$ cat src/rtl/delay_pkg.sv
// Shared constants, FSM state encoding and width helper for the delay timer blocks.
// Latency: none, declarations only.
// Backpressure: none, declarations only.
package delay_pkg;

  localparam int US_PER_S = 1_000_000;

  typedef enum logic [0:0] {
    ST_IDLE = 1'b0,
    ST_RUN  = 1'b1
  } state_t;

  // Number of bits needed to hold the value v (never less than 1).
  function automatic int clogb2(input int unsigned v);
    int r;
    r = 1;
    for (int i = 0; i < 32; i++) begin
      if ((v >> i) != 0) r = i + 1;
    end
    return r;
  endfunction

endpackage

$ cat src/rtl/delay_timer_tick_prescaler.sv
// Mod-PRESC cycle counter that marks the last cycle of every base tick.
// Latency: wrap is combinational from the count register, asserted in the cycle whose edge wraps it.
// Backpressure: none; en freezes the count, clr forces it to zero and wins over en.
module tick_prescaler
  import delay_pkg::*;
#(
  parameter int PRESC = 4,
  parameter int PW    = clogb2(PRESC)
) (
  input  logic clk,
  input  logic rst,
  input  logic clr,
  input  logic en,
  output logic wrap
);

  localparam logic [PW-1:0] LAST = PW'(PRESC - 1);

  logic [PW-1:0] cnt;

  assign wrap = en && !clr && (cnt == LAST);

  // Count enabled cycles modulo PRESC; a clear restarts the tick phase.
  always_ff @(posedge clk or posedge rst) begin
    if (rst) begin
      cnt <= '0;
    end else if (clr) begin
      cnt <= '0;
    end else if (en) begin
      cnt <= (cnt == LAST) ? '0 : cnt + 1'b1;
    end
  end

endmodule

$ cat src/rtl/delay_timer.sv
// Programmable one-shot / periodic delay timer counting base ticks of TICK_US microseconds.
// Latency: first tick PRESC edges after the start edge, expiry ticks*PRESC edges after it; outputs registered.
// Backpressure: none; enable low freezes all timing for that cycle, start/stop act regardless of enable.
module delay_timer
  import delay_pkg::*;
#(
  parameter  int CLK_HZ    = 50_000_000,
  parameter  int TICK_US   = 1000,
  parameter  int MAX_TICKS = 1000,
  localparam int TW        = clogb2(MAX_TICKS)
) (
  input  logic          CLOCK_50,
  input  logic          aclr,
  input  logic          enable,
  input  logic          start,
  input  logic          stop,
  input  logic          periodic,
  input  logic [TW-1:0] ticks,
  output logic          tick,
  output logic          done,
  output logic          Q,
  output logic          busy,
  output logic [TW-1:0] remaining
);

  localparam int PRESC = CLK_HZ / US_PER_S * TICK_US;
  localparam int PW    = clogb2(PRESC);
  localparam logic [TW-1:0] MAX_T = TW'(MAX_TICKS);

  if (CLK_HZ % US_PER_S != 0) begin : g_bad_clk
    $error("delay_timer: CLK_HZ must be a whole number of MHz");
  end

  state_t        state, state_n;
  logic [TW-1:0] rem_n;
  logic [TW-1:0] lat, lat_n;
  logic          per, per_n;
  logic          tick_n, done_n, q_n;
  logic [TW-1:0] ticks_clamped;
  logic          presc_clr, presc_en, presc_wrap;

  assign ticks_clamped = (ticks > MAX_T) ? MAX_T : ticks;

  // The prescaler only advances in a plain counting cycle; any start/stop or idle time re-phases it.
  assign presc_en  = (state == ST_RUN) && enable && !start && !stop;
  assign presc_clr = start || stop || (state == ST_IDLE);

  assign busy = (state == ST_RUN);

  tick_prescaler #(
    .PRESC (PRESC),
    .PW    (PW)
  ) u_presc (
    .clk  (CLOCK_50),
    .rst  (aclr),
    .clr  (presc_clr),
    .en   (presc_en),
    .wrap (presc_wrap)
  );

  // Next state: stop beats start beats expiry beats plain tick counting.
  always_comb begin
    state_n = state;
    rem_n   = remaining;
    lat_n   = lat;
    per_n   = per;
    tick_n  = 1'b0;
    done_n  = 1'b0;
    q_n     = Q;
    if (stop) begin
      state_n = ST_IDLE;
      rem_n   = '0;
    end else if (start) begin
      if (ticks != '0) begin
        state_n = ST_RUN;
        rem_n   = ticks_clamped;
        lat_n   = ticks_clamped;
        per_n   = periodic;
      end else begin
        // A zero-length start is ignored when idle and aborts a running interval.
        state_n = ST_IDLE;
        rem_n   = '0;
      end
    end else if (presc_wrap) begin
      tick_n = 1'b1;
      if (remaining == TW'(1)) begin
        done_n = 1'b1;
        q_n    = !Q;
        if (per) begin
          rem_n = lat;
        end else begin
          rem_n   = '0;
          state_n = ST_IDLE;
        end
      end else begin
        rem_n = remaining - 1'b1;
      end
    end
  end

  // State, latched configuration and registered outputs.
  always_ff @(posedge CLOCK_50 or posedge aclr) begin
    if (aclr) begin
      state     <= ST_IDLE;
      remaining <= '0;
      lat       <= '0;
      per       <= 1'b0;
      tick      <= 1'b0;
      done      <= 1'b0;
      Q         <= 1'b0;
    end else begin
      state     <= state_n;
      remaining <= rem_n;
      lat       <= lat_n;
      per       <= per_n;
      tick      <= tick_n;
      done      <= done_n;
      Q         <= q_n;
    end
  end

endmodule

$ cat config.mk
export PLATFORM = sky130hd
export DESIGN_NAME = delay_timer
export DESIGN_NICKNAME = d
export VERILOG_FILES = /design/src/rtl/delay_pkg.sv /design/src/rtl/delay_timer_tick_prescaler.sv /design/src/rtl/delay_timer.sv
export SDC_FILE = /design/constraint.sdc
export NUM_CORES = 1
export LEC_CHECK = 0
export BUFFER_PORTS_ARGS = -buffer_cell sky130_fd_sc_hd__buf_2
export CAP_MARGIN = 15
export CORE_ASPECT_RATIO = 0.75
export CORE_MARGIN = 2
export CORE_UTILIZATION = 62
export DETAILED_ROUTE_END_ITERATION = 16
export PLACE_DENSITY = 0.84
export SLEW_MARGIN = 20
export SYNTH_ARGS = -nofsm -noshare
export SYNTH_HDL_FRONTEND = slang
export SYNTH_HIERARCHICAL = 1
export SYNTH_SLANG_ARGS = --single-unit
$ cat constraint.sdc
create_clock -name CLOCK_50 -period 4 [get_ports CLOCK_50]
set_input_delay 0.8 -clock CLOCK_50 [delete_from_list [all_inputs] [get_ports CLOCK_50]]
set_output_delay 0.8 -clock CLOCK_50 [all_outputs]
set_load 0.1 [all_outputs]
-- After elaboration in Yosys (flattened, before gate mapping)
Index checks and enable logic that the tools add are counted.
- register bits: 41
- input bits: 16
- output and inout port bits: 14
- word-level logic and storage cells: 58
- $add $sub $neg: 2
- $lt $le $gt $ge: 1
- eq/ne operators: 3
- multiplexer cells: 23
- bitwise operators: 3
- reductions and logical operators: 18
- operator list (kind ; count):
    two-way mux 10 bit ; 7
    two-way mux 16 bit ; 3
    adder 16 x 1 -> 16 bit (second input constant) ; 1
    == test 16 bit (second input constant) ; 1
    two-way mux 1 bit ; 13
    == test 10 x 1 -> 1 bit (second input constant) ; 1
    greater-than comparator 10 bit (second input constant) ; 1
    nonzero test 10 bit ; 1
    subtractor 10 x 1 -> 10 bit (second input constant) ; 1
    AND reduction 3 bit ; 2
    nonzero test 3 bit ; 2
    logical AND 1 bit ; 5
    zero test 1 bit ; 4
    AND reduction 4 bit ; 1
    inequality test 3 bit (second input constant) ; 1
    NOT 1 bit ; 3
    logical OR 1 bit ; 2
    nonzero test 2 bit ; 1

-- Logic depth before layout (Yosys ltp)
- depth after elaboration: 8
- gate-level depth with buffers: 10
- gate-level depth less buffers: 8

-- Cells and area by module
The synthesis kept the hierarchy.
- by module, submodules not included (module ; times used ; cells each ; area an instance (um^2) ; sequential area each (um^2)):
    delay_timer ; 1 ; 162 ; 1486.4 ; 625.6
    tick_prescaler ; 1 ; 117 ; 1068.5 ; 400.4

-- Worst setup path before layout
OpenSTA, ideal clock, no wires.
- path kind: in2reg
- start point: input port stop
- end point: register remaining[5]
- setup time: 0.078 ns
- data arrival time: 2.433 ns
- required time: 3.922 ns
- path slack: 1.489 ns
- cell stages on the path: 9
- cell sequence: clkbuf_1 -> nor2_1 -> nand2_1 -> nand2b_1 -> nor2_1 -> clkbuf_1 -> a21oi_1 -> a2111o_1 -> a21oi_1
- word-level cells in the longest chain between the ends: 6
- RTL lines (what ; line ; source):
    start: declaration ; delay_timer.sv:16 ; input logic stop,
    logical OR 1 bit (2 in series) ; delay_timer.sv:46 ; assign presc_clr = start || stop || (state == ST_IDLE);
    via presc_clr ; delay_timer.sv:40 ; logic presc_clr, presc_en, presc_wrap;
    zero test 1 bit ; delay_timer_tick_prescaler.sv:21 ; assign wrap = en && !clr && (cnt == LAST);
    logical AND 1 bit (2 in series) ; delay_timer_tick_prescaler.sv:21 ;
    via presc_wrap ; delay_timer.sv:40 ;
    nonzero test 3 bit (no source line) ; n/a ;
    end signal: assignment ; delay_timer.sv:113 ; remaining <= rem_n;
    end: declaration ; delay_timer.sv:23 ; output logic [TW-1:0] remaining
The timed path passes the listed nets, and every way through them passes these cells.
A chain may end at the register's enable or synchronous reset.

-- Worst setup path after layout
- start point: input port start
- end point: register remaining[2]
- word-level cells in the longest chain between the ends: 6
- RTL lines (what ; line ; source):
    start: declaration ; delay_timer.sv:15 ; input logic start,
    zero test 1 bit ; delay_timer.sv:45 ; assign presc_en = (state == ST_RUN) && enable && !start && !stop;
    logical AND 1 bit (2 in series) ; delay_timer.sv:45 ;
    via presc_en ; delay_timer.sv:40 ;
    logical AND 1 bit (2 in series) ; delay_timer_tick_prescaler.sv:21 ;
    via presc_wrap ; delay_timer.sv:40 ;
    nonzero test 3 bit (no source line) ; n/a ;
The timed path passes the listed nets, and every way through them passes these cells.

==> impl_results.md <==
* CP endpoint: remaining[2]$_DFFE_PP0P_
* Post-layout util at 0.694
* Antenna violations before repair at 0
* Crit path from: start
* First-pass GRT wire length at between 9000 and 10000 um
* Vert. Die Dim at between 50 and 60 um
* Reg2Reg Setup Slack at about 1.4 ns
* # port buffers at 29
* Die area at 0.00466 mm^2
* Largest net degree at the start of global routing at 26
* Worst hold path depth at 1
* Initial Utilization at 0.638
* Worst setup margin at approximately 1.4 ns
* Psw at 0.295 mW
* Minimum clock period at around 2.6 ns
* Peak supply drop at about 0.2 mV
* CTS H-Tree Depth at 2
* Async SR Flop Fraction at 1.00
* Share of power burned in registers at 0.509
* CTS resizes at 0
* RSZ-0062 raised after global routing: false
* Worst slew pin tran at roughly 0.95 ns
* Total number of vias at approximately 2300
* Logic pwr share at 0.197
* Synthesized Nets at approximately 300
* Hold Buf Count CTS at 0
* Clock power share at 0.294
* Outcome: finished, final reports clean
* DP HPWL at roughly 4500 um
* Period utilization at 0.654
* # fillers at between 300 and 400
* Pre-CTS setup slack at about 1.2 ns
* Routed wire length at 6070 um
* Worst-path fanout max at 14
* I/O Pins at 30
* Syn. warnings at 6
* GRT Residual Overflow at 0
* Synth-to-layout area growth at 8.72%
* Mapped Cells at 279
* Core area at between 0.004 and 0.005 mm^2
* ANT nets after route at 0
* Storage element area at a little over 0.001 mm^2
* Slew margin rel. at 0.367
* Post-CTS Setup Repair Bufs at 0
* Synth area leaders: dfrtp_1 40%, nand2_1 6.0%, a31oi_1 4.9%, nand3_1 3.9%, xnor2_1 1.7%
* Post-synth EDFFs at 0
* Wirelength per Cell at about 17 um
* # setup viols final at 0
* CTS tree: built
* Fin Setup TNS at 0 ns
* R2R Path Start: u_presc/cnt[0]$_DFFE_PP0P_
* CP arrival at 2.85 ns
* Syn Area/Cell at 9.16 um^2
* Netlist cell types at 65
* First-pass DRT Iterations at 5
* Max-cap viol count at 0
* Clock Skew at 0.00767 ns
* Clock buffer depth at 2
* Register bit count reported by yosys at 41
* Sw Ratio at 0.326
* Reg2Reg Capture Point: remaining[2]$_DFFE_PP0P_
* Via/cell ratio at between 6 and 7
* Largest area contributor in the netlist: dfrtp_1
* Hold Path Class: reg2reg
* Required @ worst endpoint at ~4.2 ns
* Final Slew Violations at 0
* Post-synthesis cell area at about 0.0026 mm^2
* Share of cells above drive strength 1 at 0.189
* Cell Rows at 20
* Post-synthesis sequential area ratio at 0.402
* Leak at between 1 and 1.5 nW
* Drt drc at 0
* Main flop type after synthesis: dfrtp_1
* Multi-input combinational cell area at 0.00140 mm^2
* Skew-Pair Late Insertion Delay at 0.30 ns
* Crit path launch type: input port
* Overall routing resource usage at 0.275
* Num Clock Sinks at between 40 and 50
* Fmax at approximately 0.38 GHz
* Root buf cell: clkbuf_8
* Vias in the first global route at 1979
* Chip width at 78.1 um
* Yosys top cell area share at 0.402
* CTS clk-pin slew, worst paths at approximately 0.08 ns
* Final Hold Viols at 0
* Reg2Reg Depth at 8
* Total Nets Final at 320
* # diodes at 0
* GPL Wtd Cong at a little over 0.9
* Int Pwr at 0.610 mW
* Setup CP Type: in2reg
* Crit end category: flop
* TritonCTS buffer count at 5
* Pwr per Cell Area at 326 mW/mm^2
* Initial DRC count at about 320
-- logic make-up (layout without fill, tap and decap cells) --
group                    count (synthesis)  count (layout)  synth area share
AO/OA/AOI/OAI                           64              64             0.178
buffers and inverters                   26              49            0.0495
multiplexers                             4               4            0.0171
flip-flops                              41              41             0.402
XOR/XNOR                                 6               6            0.0206
AND/OR/NAND/NOR                        135             135             0.319
adder cells (fa/ha/maj)                  3               3            0.0147
-- per-layer routing --
layer	vias up	wire, um	global-route usage
met5	-	0	0
met4	0	64	0.0902
met3	10	608	0.0640
met2	133	2450	0.353
met1	1103	2940	0.446
li1	1087	-	-
-- flip-flops by register name (all words and copies together), names as in the netlist --
register,flops
tick,1
Q,1
done,1
remaining,10
lat,10
busy,1
u_presc/cnt,16
per,1
-- worst min-delay path by stage --
stage                               endpoint               start
after floorplan           lat[6]$_DFFE_PP0P_  lat[6]$_DFFE_PP0P_
after global placement         Q$_DFFE_PP0P_       Q$_DFFE_PP0P_
after detailed placement  lat[0]$_DFFE_PP0P_  lat[0]$_DFFE_PP0P_
after CTS                      Q$_DFFE_PP0P_       Q$_DFFE_PP0P_
after global routing      lat[4]$_DFFE_PP0P_  lat[4]$_DFFE_PP0P_
final                          Q$_DFFE_PP0P_       Q$_DFFE_PP0P_
-- layout make-up --
cell class | count | area share
inverter | 11 | 0.0149
multi-input combinational | 212 | 0.505
tap | 55 | 0.0248
sequential | 41 | 0.369
timing repair buffer | 30 | 0.0550
clock inverter | 3 | 0.00631
clock buffer | 5 | 0.0248
-- cells in the final DEF, fill, tap and decap left out, types with 6 or more instances in the layout --
| cell type | netlist | final |
|---|---|---|
| dfrtp_1 | 41 | 41 |
| nand2_1 | 41 | 41 |
| buf_2 | 2 | 29 |
| a31oi_1 | 20 | 20 |
| nand3_1 | 20 | 20 |
| inv_1 | 11 | 11 |
| nor2_1 | 9 | 9 |
| nor3_1 | 7 | 7 |
| o21ai_0 | 7 | 7 |
| nor2b_1 | 6 | 6 |
| nand2b_1 | 6 | 6 |
| nand4_1 | 6 | 6 |
| a21oi_1 | 6 | 6 |
| o22ai_1 | 6 | 6 |
-- worst max-delay path, cell delays in order --
cell and delay, ns:
buf_2 0.17, nor2_1 0.17, and3_1 0.33, nand2b_1 0.14, nor2_1 0.45, nand2_1 0.31
inv_1 0.22, o21ai_0 0.14, nand3b_1 0.11
-- per-stage QoR --
step           instances  cell area (um^2)  hold slack, ns  power, mW
2_1_floorplan        279              2550           0.446      0.601
3_3_place_gp         349              2690           0.451      0.641
3_5_place_dp         349              2690           0.465      0.644
4_1_cts              357              2780           0.477      0.911
5_1_grt              357              2780           0.486      0.944
6_report             357              2780           0.470      0.905
-- power groups by stage --
| stage | combinational [mW] | sequential [mW] | clock [mW] |
|---|---|---|---|
| floorplan | 0.0949 | 0.506 | 0 |
| global placement | 0.174 | 0.467 | 0 |
| detailed placement | 0.176 | 0.468 | 0 |
| CTS | 0.177 | 0.460 | 0.273 |
| global route | 0.192 | 0.463 | 0.288 |
| finish | 0.179 | 0.461 | 0.266 |
-- synthesized netlist by cell type (2+ instances only) --
master / number
and3_1: 5
nand3_1: 20
nor2b_1: 6
a32o_1: 2
a21oi_1: 6
a31oi_1: 20
nand2_1: 41
nand2b_1: 6
or2_2: 3
inv_1: 11
ha_1: 3
buf_6: 2
nor4_1: 3
o21ai_0: 7
clkbuf_1: 8
a22o_1: 2
dfrtp_1: 41
buf_2: 2
and4_1: 3
nor2_1: 9
xnor2_1: 5
o21ai_1: 2
nand4_1: 6
nor3b_1: 5
mux2_1: 2
or4_1: 2
o22ai_1: 6
nor3_1: 7
o32ai_1: 2
or3_1: 3
a21o_1: 2
buf_4: 3
nand4_4: 2
No activity file was read; power rests on OpenSTA's default activity.
